--- src/rtl/sramlike_arb.sv ---
// sramlike_arb
// Arbitrates NCH sram-like master channels onto one sram-like slave port.
// Accepted requests leave their channel index in an in-order tag FIFO so
// that slave data returns are steered back to the channel that issued them.
//
// Ports
//   clk, resetn            clock, asynchronous active-low reset
//   m_req/m_wr/m_size/...  per-channel request fields (channel i in slice i)
//   m_addrok, m_dataok     per-channel address-accept / data-return strobes
//   m_rdata                slave read data, broadcast to every channel
//   s_req/s_wr/s_size/...  slave request carrying the granted channel fields
//   s_addrok, s_dataok     slave address-accept / in-order data-return
//   s_rdata                slave read data
//   outstanding            accepted transactions not yet returned
//   err_unexp              sticky: data return seen with nothing outstanding
module sramlike_arb #(
    parameter int NCH     = 2,
    parameter int DEPTH   = 4,
    parameter int RR_MODE = 1
) (
    input  logic                       clk,
    input  logic                       resetn,
    input  logic [NCH-1:0]             m_req,
    input  logic [NCH-1:0]             m_wr,
    input  logic [2*NCH-1:0]           m_size,
    input  logic [32*NCH-1:0]          m_addr,
    input  logic [32*NCH-1:0]          m_wdata,
    output logic [NCH-1:0]             m_addrok,
    output logic [NCH-1:0]             m_dataok,
    output logic [31:0]                m_rdata,
    output logic                       s_req,
    output logic                       s_wr,
    output logic [1:0]                 s_size,
    output logic [31:0]                s_addr,
    output logic [31:0]                s_wdata,
    input  logic                       s_addrok,
    input  logic                       s_dataok,
    input  logic [31:0]                s_rdata,
    output logic [$clog2(DEPTH+1)-1:0] outstanding,
    output logic                       err_unexp
);

    localparam int IDX_W = $clog2(NCH);
    localparam int PTR_W = $clog2(DEPTH);
    localparam int CNT_W = $clog2(DEPTH+1);

    logic             lock_q;
    logic [IDX_W-1:0] gnt_q;
    logic [IDX_W-1:0] rr_ptr_q;
    logic [PTR_W-1:0] wptr_q;
    logic [PTR_W-1:0] rptr_q;
    logic [CNT_W-1:0] cnt_q;
    logic             err_q;
    logic [IDX_W-1:0] fifo_q [DEPTH];

    logic             arb_vld;
    logic [IDX_W-1:0] arb_idx;
    logic             gnt_vld;
    logic [IDX_W-1:0] gnt_idx;
    logic             full;
    logic             push;
    logic             pop;
    logic [IDX_W-1:0] head;
    logic [IDX_W-1:0] rr_ptr_d;

    // Scan channels starting at the rotation pointer (RR) or at 0 (fixed).
    always_comb begin
        int               c;
        logic [IDX_W-1:0] ci;
        arb_vld = 1'b0;
        arb_idx = '0;
        c       = 0;
        ci      = '0;
        for (int k = 0; k < NCH; k++) begin
            c = (RR_MODE != 0) ? int'(rr_ptr_q) + k : k;
            if (c >= NCH) c = c - NCH;
            ci = IDX_W'(c);
            if (!arb_vld && m_req[ci]) begin
                arb_vld = 1'b1;
                arb_idx = ci;
            end
        end
    end

    // A locked grant survives even if other channels start requesting.
    assign gnt_vld = lock_q | arb_vld;
    assign gnt_idx = lock_q ? gnt_q : arb_idx;
    assign full    = (cnt_q == CNT_W'(DEPTH));
    // resetn gate keeps s_req low while reset is held with m_req active.
    assign s_req   = resetn & gnt_vld & ~full;
    assign push    = s_req & s_addrok;
    // Pop decision uses the registered count, so a same-cycle push never
    // satisfies a return.
    assign pop     = s_dataok & (cnt_q != '0);
    assign head    = fifo_q[rptr_q];
    assign m_rdata = s_rdata;

    assign rr_ptr_d = (gnt_idx == IDX_W'(NCH-1)) ? '0 : gnt_idx + 1'b1;

    always_comb begin
        s_wr     = 1'b0;
        s_size   = '0;
        s_addr   = '0;
        s_wdata  = '0;
        m_addrok = '0;
        m_dataok = '0;
        for (int i = 0; i < NCH; i++) begin
            if (gnt_vld && gnt_idx == IDX_W'(i)) begin
                s_wr    = m_wr[i];
                s_size  = m_size[2*i +: 2];
                s_addr  = m_addr[32*i +: 32];
                s_wdata = m_wdata[32*i +: 32];
            end
            m_addrok[i] = push && (gnt_idx == IDX_W'(i));
            m_dataok[i] = pop && (head == IDX_W'(i));
        end
    end

    always_ff @(posedge clk or negedge resetn) begin
        if (!resetn) begin
            lock_q   <= 1'b0;
            gnt_q    <= '0;
            rr_ptr_q <= '0;
            wptr_q   <= '0;
            rptr_q   <= '0;
            cnt_q    <= '0;
            err_q    <= 1'b0;
        end else begin
            // Lock holds while a request is presented but not yet accepted.
            lock_q <= s_req & ~s_addrok;
            if (s_req) gnt_q <= gnt_idx;
            if (push && RR_MODE != 0) rr_ptr_q <= rr_ptr_d;
            if (push) wptr_q <= wptr_q + 1'b1;
            if (pop)  rptr_q <= rptr_q + 1'b1;
            case ({push, pop})
                2'b10:   cnt_q <= cnt_q + 1'b1;
                2'b01:   cnt_q <= cnt_q - 1'b1;
                default: cnt_q <= cnt_q;
            endcase
            if (s_dataok && cnt_q == '0) err_q <= 1'b1;
        end
    end

    // Tag storage carries no reset; only entries between the pointers matter.
    always_ff @(posedge clk) begin
        if (push) fifo_q[wptr_q] <= gnt_idx;
    end

    assign outstanding = cnt_q;
    assign err_unexp   = err_q;

endmodule

--- config.mk ---
export PLATFORM = sky130hd
export DESIGN_NAME = sramlike_arb
export DESIGN_NICKNAME = d
export VERILOG_FILES = /design/src/rtl/sramlike_arb.sv
export SDC_FILE = /design/constraint.sdc
export NUM_CORES = 1
export LEC_CHECK = 0
export CORE_AREA = 2 2 108 110
export CTS_CLUSTER_SIZE = 30
export DETAILED_ROUTE_END_ITERATION = 6
export DIE_AREA = 0 0 110 112
export PLACE_DENSITY = 0.57
export SLEW_MARGIN = 20
export SYNTH_ARGS = -nofsm -noshare
export SYNTH_HDL_FRONTEND = slang
export SYNTH_SLANG_ARGS = --single-unit
--- constraint.sdc ---
create_clock -name clk -period 3.2 [get_ports clk]
set_clock_uncertainty 0.2 [all_clocks]
set_input_delay 0.96 -clock clk [delete_from_list [all_inputs] [get_ports clk]]
set_output_delay 0.96 -clock clk [all_outputs]
set_load 0.01 [all_outputs]
==> impl_metrics.json <==
{
  "firstDrtPassIters": 4,
  "drt-total-wl_um": 9890,
  "status": "finished with violations",
  "p_per_area_nw_per_um2": 574,
  "syn-num-nets": 359,
  "portBuffers": 215,
  "dp_hpwl_um": 6870,
  "crit_family": "buffers and inverters",
  "cp.arrival_ns": 2.09,
  "numCtsBuffers": 3,
  "cp-startpoint": "m_req[1]",
  "synth_edf_count": 4,
  "cp_cell_sequence": "buf_6 -> a21bo_4 -> mux2i_4 -> buf_12 -> buf_12 -> clkbuf_16 -> a22o_1 -> buf_2",
  "die_w_um": 110,
  "gp_congestion": 0.781,
  "worstSetupPathType": "in2out",
  "final_cell_mix": "clkdlybuf4s50_1 (140), a22o_1 (67), buf_2 (57), buf_6 (15), buf_4 (12)",
  "synth_top_area_share_pct": 34.1,
  "synth_area_leader_cell": "a22o_1",
  "worst-path-stages": 8,
  "syn_inst": 181,
  "grt_max_degree": 31,
  "die_height_um": 112,
  "num_antenna_cells": 0,
  "r2r_slack_ns": 0.74,
  "cts_root_buf": "clkbuf_16",
  "cts_tree": "yes",
  "ys_async_sr_fraction_pct": 73.3,
  "reg2reg_from": "outstanding[1]",
  "rsz0062_at_grt": "true",
  "cts.sinks": 15,
  "hold_path.class": "reg2reg",
  "fin_crit_ns": 3.25,
  "worst_pin_slew_ns": 0.198,
  "grt_pass1_wl_um": 13600,
  "maxSlewViolCount": 0,
  "vdd_drop_max_mv": 0.258,
  "max_cap_viol_count": 0,
  "placementRows": 39,
  "grt_pass1_vias": 2368,
  "slowest_stage": "a21bo_4",
  "ctsHtreeMaxLevel": 1,
  "cts_buffer_depth": 2,
  "synth_area_leaders": "a22o_1 (34%), dfrtp_1 (16%), buf_4 (14%), edfxtp_1 (6.9%), ha_1 (3.6%)",
  "drt-vias-per-instance": 4.32,
  "setup_viol": 57,
  "relSlewSlack_pct": 86.8,
  "antenna_found_initial": 0,
  "r2r_end": "outstanding[2]",
  "fmax_ghz": 0.308,
  "hold_viol_final": 0,
  "violations": "setup timing",
  "final_common_cell": "clkdlybuf4s50_1",
  "fin_nets": 569,
  "end_kind": "primary output",
  "synth.distinct_cells": 32,
  "slowest_delay_ns": 0.20,
  "cp_num_buf_inv": 5,
  "cellLeakagePower_nw": 1.89,
  "clock_latency_ns": 0.25,
  "core_area_um2": 11200,
  "ff2ff_path_depth": 9,
  "ys_ff_latch": 15,
  "ant_nets": 0,
  "die-area_um2": 12300,
  "worst_setup_path_start_kind": "input port",
  "final_layout_size_suffix_gt1_share_pct": 31.3,
  "place_area_um2": 3910,
  "yosysSeqAreaShare_pct": 22.6,
  "synth_area_per_cell_um2": 9.66,
  "ys_warn_count": 0,
  "holdBufCountCts": 0,
  "routed-wl-met2_um": 5430,
  "syn-cell-area_um2": 1750,
  "synthFlopType": "dfrtp_1",
  "crit_fanout": 5,
  "areaGrowthSynthToFinish_pct": 138,
  "drc": 0,
  "layout.cells.non_filler": 533,
  "top_layer": "met4",
  "endpoint": "s_addr[7]",
  "track_usage_pct": 15.0,
  "met1_length_um": 3350,
  "worst_slack_ns": -0.0515,
  "clkTransAtPathRegs_ns": 0.05,
  "vias": 2303,
  "finalCritPeriodShare_pct": 102,
  "p_total_mw": 2.39,
  "numPlacedInstances": 508,
  "route.met3.wl_um": 955,
  "gr-total-overflow": 0,
  "cpMostUsedCell": "buf_12",
  "crit_required_ns": 2.04,
  "io-pin-count": 280,
  "post_drt_wl_per_cell_um": 18.5,
  "initial_core_util_pct": 15.6,
  "drtIter0Drc": 87,
  "stdcell_area_um2": 4150
}
[worst min path at each step]
stage,from,endpoint,slack [ns],depth (start not counted)
5_1_grt,err_unexp,err_unexp,0.30,1
3_3_place_gp,err_unexp,err_unexp,0.24,1
6_report,err_unexp,err_unexp,0.26,1
2_1_floorplan,rptr_q[1],rptr_q[1],0.25,1
3_5_place_dp,err_unexp,err_unexp,0.25,1
4_1_cts,err_unexp,err_unexp,0.27,1
[synth_stat cells (all sizes together), types with 2 or more instances]
cell / number
mux2i: 2
nor2b: 2
edfxtp: 4
dfrtp: 11
xnor2: 3
a22o: 68
and2: 2
inv: 11
nand2: 2
buf: 46
xor2: 3
ha: 5
nor2: 7
[final cells by class]
| class | instances | area [um2] |
|---|---|---|
| fill | 1115 | 7020 |
| tap | 143 | 179 |
| clock inverter | 1 | 5.00 |
| sequential | 15 | 395 |
| clock buffer | 3 | 75.1 |
| multi-input combinational | 109 | 998 |
| timing repair buffer | 251 | 2460 |
| inverter | 11 | 41.3 |
[what timing repair did]
action / in CTS / in global routing
cloned: 11 / 1
resized for setup: 320 / 15
buffers inserted: 15 / 3
pin swaps: 7 / 15
setup endpoints to repair: 72 / 70
[worst reg2reg max path: stages (launching register included)]
cell and delay, ns:
dfrtp_1 0.42, or3b_4 0.45, nand4_4 0.11, buf_4 0.17, ha_1 0.18, inv_1 0.06, fa_1 0.37, xor2_1 0.15
nor2_1 0.12, xor2_1 0.15
[where the power goes]
part | switching, mW | internal (mW)
clock | 0.0814 | 0.167
sequential | 0.0762 | 0.274
combinational | 0.748 | 1.04
total | 0.905 | 1.48
[flip-flops by register name (all words and copies together), names as in the netlist]
register and cells:
lock_q 1, err_unexp 1, rptr_q 2, rr_ptr_q 1
wptr_q 2, outstanding 3, fifo_q 4, gnt_q 1
[stage by stage]
stage | utilization [%] | setup TNS [ns] | setup WS [ns] | hold slack, ns
4_1_cts | 37.8 | -6.02 | -0.238 | 0.267
3_5_place_dp | 35.0 | -54.85 | -0.904 | 0.252
6_report | 37.2 | -1.21 | -0.0515 | 0.265
5_1_grt | 37.2 | -4.83 | -0.116 | 0.300
2_1_floorplan | - | 0 | 0.271 | 0.253
3_3_place_gp | 35.0 | -55.24 | -0.914 | 0.243
[metal layers]
layer	global-route usage, %	vias to the layer above
met4	3.63	0
met2	29.5	160
met1	15.2	1056
met5	0	-
li1	-	1076
met3	3.63	11
[cells by family after synthesis]
kind of cell / count (synthesis) / share of synthesized area [%]
AO/OA/AOI/OAI: 73 / 37.1
buffers and inverters: 57 / 21.5
AND/OR/NAND/NOR: 20 / 7.02
flip-flops: 15 / 22.6
XOR/XNOR: 6 / 3.01
adder cells (fa/ha/maj): 6 / 4.72
multiplexers: 4 / 4.01
No activity file was read; power rests on OpenSTA's default activity.
